==> src/rtl/uart_instr_loader.sv <==
// 8N1 UART receiver feeding a framed-program loader (A5, N, N little-endian words) into instruction memory.
// Write strobe is registered one cycle after the last byte of a word; no backpressure, the UART line cannot be stalled.
module uart_instr_loader #(
  parameter int F_CLK        = 50_000_000,
  parameter int BAUD         = 921_600,
  parameter int CLK_PER_BIT  = F_CLK / BAUD,
  parameter int INSTR_WIDTH  = 32,
  parameter int INSTR_DEPTH  = 256,
  parameter int ADDR_WIDTH   = $clog2(INSTR_DEPTH),
  parameter int TIMEOUT_BITS = 32
) (
  input  logic                   clk,
  input  logic                   rst,
  input  logic                   uart_rx,
  output logic                   wr_en,
  output logic [ADDR_WIDTH-1:0]  wr_addr,
  output logic [INSTR_WIDTH-1:0] wr_data,
  output logic                   busy,
  output logic                   load_done,
  output logic                   frame_err,
  output logic                   timeout_err
);

  localparam int CW      = $clog2(CLK_PER_BIT);
  localparam int TO_CLKS = TIMEOUT_BITS * CLK_PER_BIT;
  localparam int TW      = $clog2(TO_CLKS + 1);
  localparam logic [7:0] SYNC_BYTE = 8'hA5;

  typedef enum logic [1:0] {RX_IDLE, RX_START, RX_DATA, RX_STOP} rx_state_t;
  typedef enum logic [1:0] {L_SYNC, L_COUNT, L_DATA} l_state_t;

  rx_state_t rx_state;
  l_state_t  l_state;

  logic          rx_sync1, rx_s;
  logic [CW-1:0] clk_cnt;
  logic [2:0]    bit_cnt;
  logic [7:0]    rx_byte;
  logic          rx_valid, rx_ferr;

  logic [ADDR_WIDTH-1:0] addr;
  logic [1:0]            byte_idx;
  logic [23:0]           word_q;
  logic [7:0]            count;
  logic [7:0]            words;
  logic                  done_pend;
  logic [TW-1:0]         to_cnt;
  logic                  to_hit;

  always_ff @(posedge clk or posedge rst) begin
    if (rst) begin
      rx_sync1 <= 1'b1;
      rx_s     <= 1'b1;
    end else begin
      rx_sync1 <= uart_rx;
      rx_s     <= rx_sync1;
    end
  end

  // rx_byte doubles as the shift register; it is stable while rx_valid is high.
  always_ff @(posedge clk or posedge rst) begin
    if (rst) begin
      rx_state <= RX_IDLE;
      clk_cnt  <= '0;
      bit_cnt  <= '0;
      rx_byte  <= '0;
      rx_valid <= 1'b0;
      rx_ferr  <= 1'b0;
    end else begin
      rx_valid <= 1'b0;
      rx_ferr  <= 1'b0;
      case (rx_state)
        RX_IDLE: begin
          if (!rx_s) begin
            rx_state <= RX_START;
            clk_cnt  <= '0;
            bit_cnt  <= '0;
          end
        end
        RX_START: begin
          if (clk_cnt == CW'(CLK_PER_BIT / 2 - 1)) begin
            clk_cnt  <= '0;
            rx_state <= rx_s ? RX_IDLE : RX_DATA;
          end else begin
            clk_cnt <= clk_cnt + 1'b1;
          end
        end
        RX_DATA: begin
          if (clk_cnt == CW'(CLK_PER_BIT - 1)) begin
            clk_cnt <= '0;
            rx_byte <= {rx_s, rx_byte[7:1]};
            bit_cnt <= bit_cnt + 1'b1;
            if (bit_cnt == 3'd7) rx_state <= RX_STOP;
          end else begin
            clk_cnt <= clk_cnt + 1'b1;
          end
        end
        RX_STOP: begin
          if (clk_cnt == CW'(CLK_PER_BIT - 1)) begin
            clk_cnt  <= '0;
            rx_valid <= rx_s;
            rx_ferr  <= !rx_s;
            rx_state <= RX_IDLE;
          end else begin
            clk_cnt <= clk_cnt + 1'b1;
          end
        end
        default: rx_state <= RX_IDLE;
      endcase
    end
  end

  assign to_hit = (to_cnt == TW'(TO_CLKS));

  always_ff @(posedge clk or posedge rst) begin
    if (rst) begin
      l_state     <= L_SYNC;
      wr_en       <= 1'b0;
      wr_addr     <= '0;
      wr_data     <= '0;
      busy        <= 1'b0;
      load_done   <= 1'b0;
      frame_err   <= 1'b0;
      timeout_err <= 1'b0;
      addr        <= '0;
      byte_idx    <= '0;
      word_q      <= '0;
      count       <= '0;
      words       <= '0;
      done_pend   <= 1'b0;
      to_cnt      <= '0;
    end else begin
      wr_en     <= 1'b0;
      load_done <= 1'b0;
      // Inter-byte timer only counts while the receiver sits idle mid-packet.
      if (l_state == L_SYNC || rx_valid) to_cnt <= '0;
      else if (rx_state == RX_IDLE)      to_cnt <= to_cnt + 1'b1;

      case (l_state)
        L_SYNC: begin
          if (rx_valid && rx_byte == SYNC_BYTE) begin
            busy        <= 1'b1;
            frame_err   <= 1'b0;
            timeout_err <= 1'b0;
            addr        <= '0;
            byte_idx    <= '0;
            words       <= '0;
            done_pend   <= 1'b0;
            l_state     <= L_COUNT;
          end
        end
        L_COUNT, L_DATA: begin
          if (done_pend) begin
            done_pend <= 1'b0;
            load_done <= 1'b1;
            busy      <= 1'b0;
            l_state   <= L_SYNC;
          end else if (rx_ferr) begin
            frame_err <= 1'b1;
            busy      <= 1'b0;
            l_state   <= L_SYNC;
          end else if (to_hit) begin
            timeout_err <= 1'b1;
            busy        <= 1'b0;
            l_state     <= L_SYNC;
          end else if (rx_valid) begin
            if (l_state == L_COUNT) begin
              count <= rx_byte;
              if (rx_byte == 8'd0) begin
                load_done <= 1'b1;
                busy      <= 1'b0;
                l_state   <= L_SYNC;
              end else begin
                l_state <= L_DATA;
              end
            end else begin
              byte_idx <= byte_idx + 1'b1;
              case (byte_idx)
                2'd0: word_q[7:0]   <= rx_byte;
                2'd1: word_q[15:8]  <= rx_byte;
                2'd2: word_q[23:16] <= rx_byte;
                default: begin
                  wr_en   <= 1'b1;
                  wr_addr <= addr;
                  wr_data <= {rx_byte, word_q};
                  addr    <= (addr == ADDR_WIDTH'(INSTR_DEPTH - 1)) ? '0 : addr + 1'b1;
                  words   <= words + 8'd1;
                  if (words + 8'd1 == count) done_pend <= 1'b1;
                end
              endcase
            end
          end
        end
        default: l_state <= L_SYNC;
      endcase
    end
  end

endmodule
==> config.mk <==
export PLATFORM = sky130hd
export DESIGN_NAME = uart_instr_loader
export DESIGN_NICKNAME = d
export VERILOG_FILES = /design/src/rtl/uart_instr_loader.sv
export SDC_FILE = /design/constraint.sdc
export NUM_CORES = 1
export LEC_CHECK = 0
export BUFFER_PORTS_ARGS = -buffer_cell sky130_fd_sc_hd__clkbuf_2
export CAP_MARGIN = 20
export CORE_MARGIN = 2
export CORE_UTILIZATION = 60
export DETAILED_ROUTE_END_ITERATION = 10
export HOLD_SLACK_MARGIN = 0.1
export PLACE_DENSITY_LB_ADDON = 0.1
export SYNTH_ARGS = -nofsm -noshare
export SYNTH_HDL_FRONTEND = slang
export SYNTH_SLANG_ARGS = --single-unit
==> constraint.sdc <==
create_clock -name clk -period 5.85 [get_ports clk]
set_input_delay 0.8775 -clock clk [delete_from_list [all_inputs] [get_ports clk]]
set_output_delay 0.8775 -clock clk [all_outputs]
set_load 0.005 [all_outputs]
Word-level counts from Yosys, hierarchy flattened
Index checks and enable logic that the tools add are counted.

Register bits after elaboration: 132. Bits of input ports: 3. Output and inout bits: 45. Logic and storage cells: 184.

Add/sub/neg operators: 6. Equality and inequality tests: 31. Mux-type cells: 89. Bitwise operators: 5. Reductions and logical operators: 28.

Operators by type and width (count): 8-bit 2-to-1 mux (14); 1-bit 2-to-1 mux (38); 2-bit 2-to-1 mux (19); 7-bit AND reduction (5); 8-bit case mux with 2 select lines (2); 2-bit inequality test, second input constant (13); 11-bit 2-to-1 mux (2); 6-bit 2-to-1 mux (3); 6-bit case mux with 3 select lines (1); 8-bit by 1-bit adder with 8-bit output, second input constant (2); 8-bit == test, second input constant (2); 5-bit inequality test, second input constant (3); 5-bit AND reduction (3); 11-bit by 1-bit adder with 11-bit output, second input constant (1); 11-bit == test, second input constant (1); 2-bit == test, second input constant (4); 8-bit == test (1); 8-bit logical NOT (1); 1-bit case mux with 2 select lines (4); 2-bit case mux with 2 select lines (2); 2-bit case mux with 4 select lines (1); 8-bit AND reduction (1); 6-bit by 1-bit adder with 6-bit output, second input constant (1); 2-bit by 1-bit == test with 1-bit output, second input constant (3); other kinds (20) (32).

Longest topological paths before layout
Gate-level depths: netlist (run 1).

Depth after elaboration: 10. Mapped depth: 9.

Least setup slack after synthesis (run 1)
OpenSTA, ideal clock, no wires.

Path kind: reg-to-reg. Start: reg l_state[0]. End: reg addr[6]. Arrival time: 2.202 ns. Data required time: 5.746 ns. Setup slack: 3.545 ns. Cell stages (with the launch flop): 9. Path buffers: 1. Clock period less this slack: 2.305 ns. Cells stage by stage: dfrtp_1 > inv_1 > ha_1 > or2_2 > a2111oi_4 > o221ai_2 > or2_1 > buf_2 > o41ai_2.

Longest elaborated chain between the ends: 4. Elaborated cells on any way between the ends: 14.

Ends and longest elaborated chain: start, declared (RTL line 33) `l_state_t l_state;`; start signal, assigned (RTL line 117) `l_state <= L_SYNC;`; start signal, assigned (RTL line 149) `l_state <= L_COUNT;`; start signal, assigned (RTL line 157) `l_state <= L_SYNC;`; 2-bit by 1-bit == test with 1-bit output / 2-bit == test (equally long branches) (RTL line 139, 167); 2-bit OR reduction (RTL line 139) `case (l_state)`; 2-bit inequality test (no source line) / 2-bit nonzero test (equally long branches); 8-bit AND reduction (no source line); end signal, assigned (RTL line 186) `addr <= (addr == ADDR_WIDTH'(INSTR_DEPTH - 1)) ? '0 : addr + 1'b1;`; end, declared (RTL line 41) `logic [ADDR_WIDTH-1:0] addr;`.

Parallel ways exist; a longest one is shown, timed or not. A chain may end at the register's enable or synchronous reset.

Final worst setup path (run 1)
Same ends and word-level chain as after synthesis.

==> results_dict.tcl, run 1 <==
set metrics [dict create \
    status "finished, final reports clean" \
    synth_seq_cells 132 \
    globalplace.congestion 0.841 \
    drc 0 \
    synth_fa_ha_area_frac 0.0329 \
    core_region_area_mm2 0.00982 \
    fmax_ghz 0.316 \
    arrival_ns 3.58 \
    grt_first_pass_wirelength_um 20200 \
    synth_mux_area_frac 0.158 \
    irDropWorstVdd_mv 0.353 \
    synth_top_family_by_area "multiplexers" \
    antenna_found_initial 0 \
    crit_buf_inv 1 \
    clkPwrFrac 0.520 \
    rsz0062_at_grt "no" \
    synth-edff-count 0 \
    p_leak_nw 3.41 \
    critPathKind "reg2reg" \
    internal_power_mw 1.61 \
    synth.avg_cell_area_um2 12.0 \
    synthesis.area_mm2 0.00608 \
    grt_pass1_vias 4012 \
    numCtsBuffers 17 \
    final_common_cell "dfrtp_1" \
    seq_area_frac_synth 0.543 \
    synth-xor-area-share 0.0274 \
    p_seq_frac 0.459 \
    clk_pin_slew_worst_paths_ns 0.06 \
    area_growth_pct 15.0 \
    cts_sinks 132 \
    final_antenna_net_count 0 \
    yosys_warnings 0 \
    antenna_cells 0 \
    root_buffer "clkbuf_8" \
    rrSetupSlack_ns 2.69 \
    fin_skew_ns 0.00861 \
    initial_core_util 0.620 \
    synth_compound_area_frac 0.0913 \
    setup_viol 0 \
    dieArea_mm2 0.0110 \
    p_sw_mw 0.439 \
    cpMaxStageDelayCell "ha_1" \
    combPwrFrac 0.021 \
    routedWlPerCell_um 16.7 \
    io_pins 48 \
    tns_ns 0 \
    layout.nets 575 \
    worst_pin_slew_ns 0.906 \
    switching_share 0.214 \
    die-height_um 105 \
    die_w_um 105 \
    critPathMaxFanout 23 \
    cp_slowest_stage_delay_ns 0.56 \
    drt_iter0_markers 175 \
    crit_chain "inv_1 > ha_1 > or2_2 > a2111oi_4 > o221ai_2 > or2_1 > o41ai_2" \
    period_share 0.540 \
    num_vias 4009 \
    worstSkewPairLatency_ns 0.53 \
    max_cap_violations 0 \
    overflow 0 \
    drive_gt1_frac 0.243 \
    io_buffers 47 \
    async_flop_share 1.00 \
    firstDrtPassIters 4 \
    worst_setup_path_start_kind "flop" \
    synth_nets 525 \
    netlist_instances 506 \
    cts_tree "done" \
    viasPerCell 5.71 \
    fin_area_mm2 0.00699 \
    layout_common_cells "dfrtp_1 (130), clkbuf_2 (47), mux2_2 (42), mux2_1 (39)" \
    cp_top_family "compound AO/OA/AOI/OAI gates" \
    fp-row-count 36 \
    place_hpwl_um 7640 \
    power.density_mw_per_mm2 293 \
    slew_violations 0 \
    post-cts-setup-buffer-count 0 \
    cp-end-kind "flop" \
    relSlewSlack 0.396 \
    hold_buffers 0 \
    worst_ep_required_time_ns 6.27 \
    min_period_ns 3.16 \
    synthSimpleGateAreaFrac 0.119 \
    clk_path_buf_depth 2 \
    dpl_cell_area_mm2 0.00639 \
    ys_types 55 \
    cts_resized 0 \
    grt_use_total 0.237 \
    wl_um 11800 \
    grt_max_degree 79 \
    synth_ff_type "dfrtp_1" \
    whs_ns 0.351 \
    p_total_mw 2.05 \
    hold_path_class "reg2reg" \
    htreeDepth 4 \
    hold_violations 0 \
]
[cells by family (layout without fill, tap and decap cells)]
kind of cell / Yosys count / in the layout
AND/OR/NAND/NOR: 135 / 135
flip-flops: 132 / 132
multiplexers: 86 / 86
AO/OA/AOI/OAI: 82 / 82
buffers and inverters: 36 / 99
XOR/XNOR: 19 / 19
adder cells (fa/ha/maj): 16 / 16
[synthesized netlist by cell type, drive strengths merged (10+ instances only)]
master / instances / share of area
a21oi: 14 / 0.012
clkbuf: 10 / 0.0062
dfrtp: 130 / 0.53
ha: 16 / 0.033
inv: 18 / 0.011
mux2: 81 / 0.15
nand2: 37 / 0.027
nand3: 17 / 0.014
nor2: 30 / 0.019
o21ai: 33 / 0.027
o31ai: 10 / 0.012
xnor2: 10 / 0.014
[cell type report]
type,instances,area [um^2]
multi-input cells,338,2610
clock inverters,11,149
clock buffers,21,449
fillers,709,2830
repair buffers,48,243
inverters,19,73.8
well taps,133,166
flip-flops and latches,132,3310
[layer usage]
layer  share of wire  GRT usage  vias to the layer above
met2            0.48      0.369                       80
met3           0.040     0.0605                       23
met1            0.46      0.314                     1999
met5               0          0                        -
li1                -          -                     1907
met4           0.020      0.106                        0
[final timing paths]
check / cells past startpoint / end / start
max in group asynchronous: 3 / words[3] / rst
min in group asynchronous: 2 / clk_cnt[5] / rst
worst min-delay path: 0 / rx_s / rx_sync1
worst max register to register: 7 / addr[6] / l_state[0]
worst min register to register: 0 / rx_s / rx_sync1
worst max-delay path: 7 / addr[6] / l_state[0]
[sequential cells by signal (all words and copies together), names as in the netlist, 6 cells and up, named ones only]
register	count
wr_data	32
word_q	24
to_cnt	11
addr	8
count	8
rx_byte	8
words	8
wr_addr	8
clk_cnt	6
[per-stage QoR]
step           setup WS [ns]  instances   util
2_1_floorplan           1.45        506      -
3_5_place_dp            2.70        670  0.651
6_report                2.69        702  0.712
5_1_grt                 2.37        702  0.712
4_1_cts                 2.69        702  0.712
3_3_place_gp            2.83        670  0.651
[power by group through the flow]
stage | sequential [mW] | clock [mW] | combinational [mW]
6_report | 0.942 | 1.07 | 0.0424
5_1_grt | 0.945 | 1.13 | 0.0523
4_1_cts | 0.942 | 1.08 | 0.0442
3_5_place_dp | 0.958 | 0 | 0.0442
3_3_place_gp | 0.957 | 0 | 0.0431
2_1_floorplan | 0.954 | 0 | 0.0349
Note: power is estimated with default switching activity, not from simulation.
==> run 2, diff against run 1 <==
CORE_UTILIZATION = 54   (was 60)
clock period = 2.7 ns   (was 5.85 ns; I/O delays follow)
==> results_dict.tcl, run 2 (same netlist as run 1, synthesis figures left out) <==
set metrics [dict create \
    cpMaxStageDelayCell "or4_1" \
    numCtsBuffers 17 \
    clkPwrFrac 0.503 \
    overflow 0 \
    combPwrFrac 0.023 \
    rsz0062_at_grt "no" \
    io_buffers 47 \
    critPathKind "reg2reg" \
    hold_violations 0 \
    timing.critical_path.to "addr[7]" \
    crit_chain "inv_1 > ha_1 > or2_2 > a2111oi_4 > o221ai_2 > buf_4 > or4_1 > nand3_1" \
    fin_skew_ns 0.00659 \
    startpoint "l_state[0]" \
    globalplace.congestion 0.842 \
    place_hpwl_um 7760 \
    irDropWorstVdd_mv 0.496 \
    initial_core_util 0.556 \
    p_seq_frac 0.475 \
    worst_setup_path_start_kind "flop" \
    place_inst 685 \
    wl_met1_um 5790 \
    die_w_um 110 \
    viasPerCell 5.62 \
    layout_common_cells "dfrtp_1 (130), clkbuf_2 (47), mux2_2 (42), mux2_1 (39)" \
    whs_ns 0.170 \
    grt_pass1_vias 4014 \
    p_total_mw 4.30 \
    cp.depth 8 \
    p_sw_mw 0.921 \
    cts_tree "done" \
    cp_top_family "simple AND/OR/NAND/NOR gates" \
    wl_um 12000 \
    setup_ws_ns 0.182 \
    period_share 0.932 \
    p_leak_nw 3.44 \
    final_antenna_net_count 0 \
    worst_pin_slew_ns 0.716 \
    grt_first_pass_wirelength_um 20100 \
    fill_cells 858 \
    met2WireLength_um 5650 \
    routedWlPerCell_um 16.7 \
    rr_worst_depth 8 \
    io_pins 48 \
    die-height_um 110 \
    fin_area_mm2 0.00705 \
    reg2reg_from "l_state[0]" \
    hold_path_class "in2async" \
    firstDrtPassIters 4 \
    regMostFlops "wr_data" \
    grt_max_degree 133 \
    switching_share 0.214 \
    area_growth_pct 15.8 \
    num_vias 4033 \
    arrival_ns 2.86 \
    crit_buf_inv 2 \
    clk_path_buf_depth 2 \
    cp-end-kind "flop" \
    top_regs "wr_data x32, word_q x24, to_cnt x11" \
    clk_pin_slew_worst_paths_ns 0.06 \
    core_region_area_mm2 0.0109 \
    fp-row-count 38 \
    max_cap_violations 0 \
    grt_use_total 0.218 \
    antenna_cells 0 \
    htreeDepth 4 \
    worstSkewPairLatency_ns 0.41 \
    dieArea_mm2 0.0121 \
    cp_slowest_stage_delay_ns 0.51 \
    slew_violations 0 \
    relSlewSlack 0.523 \
    rrSetupSlack_ns 0.18 \
    min_period_ns 2.52 \
    r2r_end "addr[7]" \
    setup_viol 0 \
    worst_ep_required_time_ns 3.04 \
    critPathMaxFanout 22 \
    drive_gt1_frac 0.249 \
    postLayoutCoreUtil 0.644 \
    wl_met3_um 384 \
    drt_iter0_markers 216 \
    root_buffer "clkbuf_16" \
    status "finished, final reports clean" \
    cts_sinks 132 \
    layout.nets 584 \
    topRoutingLayerUsed "met4" \
    dpl_cell_area_mm2 0.00648 \
    power.density_mw_per_mm2 610 \
    finalNonFillerCells 718 \
    fmax_ghz 0.397 \
    dpl_worst_slack_ns 0.183 \
    antenna_found_initial 0 \
    final_common_cell "dfrtp_1" \
    internal_power_mw 3.38 \
    drc 0 \
    largest_reg_flops 32 \
    tns_ns 0 \
]
[run 2: cell count changes in the layout (fill, tap and decap cells not counted), sizes merged]
cell | before | now
bufinv | 3 | 1
clkbuf | 68 | 72
inv | 20 | 18
buf | 1 | 9
dlygate4sd3 | 0 | 1
[run 2: tightest hold or removal path, stage by stage]
cell and delay, ns:
clkbuf_2 0.10, clkinvlp_4 0.07, buf_12 0.48
[run 2: how the worst min path moves through the flow]
| stage | endpoint | slack (ns) |
|---|---|---|
| finish | wr_data[31] | 0.17 |
| global route | wr_data[14] | 0.24 |
| global placement | rx_s | 0.35 |
| detailed placement | rx_s | 0.35 |
| CTS | wr_data[14] | 0.23 |
| floorplan | rx_s | 0.35 |
[run 2: repair_timing]
action | 4_1_cts | 5_1_grt
setup buffers | 0 | 0
endpoints found under the hold margin | 1 | 0
endpoints found under the setup margin | 0 | 10
hold buffers | 1 | 0
resized for setup | 0 | 1
[run 2: cell type report]
| class | instances | area, um^2 | share of cell area |
|---|---|---|---|
| clock buffers | 25 | 485 | 0.0689 |
| clock inverters | 7 | 72.6 | 0.0103 |
| inverters | 19 | 75.1 | 0.0107 |
| multi-input cells | 338 | 2610 | 0.370 |
| flip-flops and latches | 132 | 3310 | 0.469 |
| well taps | 140 | 175 | 0.0249 |
| repair buffers | 57 | 325 | 0.0462 |
[run 2: layer usage]
| layer | vias to the layer above | track usage |
|---|---|---|
| met3 | 11 | 0.0547 |
| met4 | 0 | 0.0848 |
| li1 | 1918 | - |
| met2 | 67 | 0.337 |
| met1 | 2037 | 0.299 |
| met5 | - | 0 |
[run 2: power groups by stage]
stage	clock network, mW	logic, mW	registers (mW)
after global placement	0	0.0966	2.07
after global routing	2.28	0.118	2.05
after floorplan	0	0.0760	2.07
after CTS	2.19	0.102	2.04
final	2.16	0.0979	2.04
after detailed placement	0	0.0988	2.08
==> run 3, diff against run 2 <==
ABC_AREA = 1   (was unset)
==> results_dict.tcl, run 3 <==
set metrics [dict create \
    crit_top_cell "nand2_1" \
    antenna_found_initial 0 \
    cts_sinks 132 \
    critPathMaxFanout 25 \
    relSlewSlack 0.539 \
    seq_area_frac_synth 0.536 \
    irDropWorstVdd_mv 0.433 \
    io_buffers 47 \
    worstSkewPairLatency_ns 0.42 \
    layout.nets 777 \
    htreeDepth 4 \
    fmax_ghz 0.458 \
    clkPwrFrac 0.494 \
    hold_path_class "in2async" \
    synth.avg_cell_area_um2 8.78 \
    fp-row-count 39 \
    post-cts-setup-buffer-count 0 \
    netlist_instances 703 \
    switching_share 0.237 \
    synth_nets 722 \
    cts_tree "done" \
    fin_skew_ns 0.00576 \
    finalNonFillerCells 914 \
    reg2reg_from "l_state[0]" \
    yosys_warnings 0 \
    grt_first_pass_wirelength_um 21700 \
    slew_violations 0 \
    crit_buf_inv 3 \
    cp_top_family "adder cells" \
    fill_cells 928 \
    yosysMostFrequentCell "nand2_1" \
    hold_violations 0 \
    antenna_cells 0 \
    tns_ns 0 \
    setup_viol 0 \
    p_sw_mw 1.10 \
    ys_types 41 \
    core_region_area_mm2 0.0113 \
    num_vias 4779 \
    die_w_um 111 \
    synthesis.area_mm2 0.00617 \
    postLayoutCoreUtil 0.636 \
    viasPerCell 5.23 \
    synth_commonest_cells "nand2_1 (210), dfrtp_1 (130), inv_1 (75)" \
    globalplace.congestion 0.822 \
    overflow 0 \
    clk_path_buf_depth 2 \
    numCtsBuffers 17 \
    internal_power_mw 3.55 \
    worst_pin_slew_ns 0.690 \
    async_flop_share 1.00 \
    synth_area_leaders "dfrtp_1 (53%), nand2_1 (13%), o21ai_0 (5.4%), inv_1 (4.6%), ha_1 (3.2%)" \
    drive_gt1_frac 0.149 \
    grt_max_degree 71 \
    critPathKind "reg2reg" \
    root_buffer "clkbuf_16" \
    worst_setup_path_start_kind "flop" \
    dieArea_mm2 0.0123 \
    largest_reg_flops 32 \
    cp-end-kind "flop" \
    drt_iter0_markers 328 \
    io_pins 48 \
    routedWlPerCell_um 13.6 \
    p_leak_nw 3.44 \
    grt_pass1_vias 4744 \
    max_cap_violations 0 \
    rsz0062_at_grt "no" \
    cpMaxStageDelayCell "ha_1" \
    dpl_cell_area_mm2 0.00656 \
    synth_seq_cells 132 \
    clk_pin_slew_worst_paths_ns 0.06 \
    initial_core_util 0.547 \
    fin_area_mm2 0.00717 \
    synth_top_area_cell "dfrtp_1" \
    worst_ep_required_time_ns 3.01 \
    cp_slowest_stage_delay_ns 0.54 \
    combPwrFrac 0.061 \
    period_share 0.808 \
    arrival_ns 2.49 \
    layout_common_cells "nand2_1 (210), dfrtp_1 (130), inv_1 (74), o21ai_0 (66), clkbuf_2 (47)" \
    place_hpwl_um 8630 \
    startpoint "l_state[0]" \
    synth-edff-count 0 \
    synth.top_cell.area_share 0.527 \
    crit_chain "inv_1 > ha_1 > nand2_1 > inv_2 > nand3_2 > nor2_4 > buf_4 > nand2_1 > o21a_1" \
    regMostFlops "wr_data" \
    firstDrtPassIters 7 \
    wl_um 12400 \
    final_antenna_net_count 0 \
    top_regs "wr_data x32, word_q x24, to_cnt x11" \
    min_period_ns 2.18 \
    drc 0 \
    grt_use_total 0.220 \
    status "finished, final reports clean" \
    p_seq_frac 0.446 \
    final_common_cell "nand2_1" \
    place_inst 881 \
    synth_ff_type "dfrtp_1" \
    power.density_mw_per_mm2 649 \
    area_growth_pct 16.2 \
    die-height_um 111 \
]
run 3: layer usage:
layer | vias to the layer above | GRT usage | wire length, um
li1 | 2393 | - | -
met1 | 2271 | 0.285 | 5760
met2 | 91 | 0.351 | 5980
met3 | 24 | 0.0448 | 379
met4 | 0 | 0.115 | 271
met5 | - | 0 | 0
run 3: through the flow:
stage	hold WS [ns]	worst slack (ns)	total power, mW
2_1_floorplan	0.345	0.659	2.32
3_3_place_gp	0.346	0.592	2.38
3_5_place_dp	0.347	0.522	2.39
4_1_cts	0.104	0.499	4.70
5_1_grt	0.124	0.309	4.84
6_report	0.0899	0.518	4.65
run 3: power by group through the flow:
stage,Sequential [mW],Combinational [mW],Clock (mW)
after floorplan,2.10,0.223,0
after global placement,2.11,0.274,0
after global routing,2.08,0.331,2.42
after CTS,2.07,0.288,2.34
after detailed placement,2.11,0.286,0
final,2.07,0.282,2.30
run 3: cell type report:
class / count / area (um^2) / area share
repair buffers: 54 / 315 / 0.0440
flip-flops and latches: 132 / 3310 / 0.461
well taps: 143 / 179 / 0.0250
clock inverters: 10 / 123 / 0.0171
inverters: 79 / 300 / 0.0419
multi-input cells: 474 / 2470 / 0.345
clock buffers: 22 / 474 / 0.0662
run 3: worst min-delay path, delay by kind of cell:
| kind | cells | cell delay (ns) |
|---|---|---|
| buffers and inverters | 3 | 0.50 |
run 3: what timing repair did:
| action | in CTS | in global routing |
|---|---|---|
| endpoints found under the hold margin | 1 | 0 |
| hold buffers | 1 | 0 |
| gates resized for setup | 0 | 0 |
run 3: final timing paths:
path                               endpoint  slack [ns]  depth (start not counted)
worst max-delay path            wr_data[31]        0.52                          9
worst min-delay path               count[5]        0.09                          3
worst max register to register  wr_data[31]        0.52                          9
worst min register to register         rx_s        0.35                          0
max in group asynchronous              rx_s        2.28                          3
min in group clk                       rx_s        0.35                          0
run 3: logic make-up (layout without fill, tap and decap cells):
logic type | after synthesis | after routing | share of synthesized area
compound gates | 135 | 135 | 0.130
xor+xnor | 7 | 7 | 0.00994
fa+ha+maj | 16 | 16 | 0.0324
buf+inv | 97 | 165 | 0.0639
flops | 132 | 132 | 0.536
mux | 1 | 1 | 0.00162
simple gates | 315 | 315 | 0.226
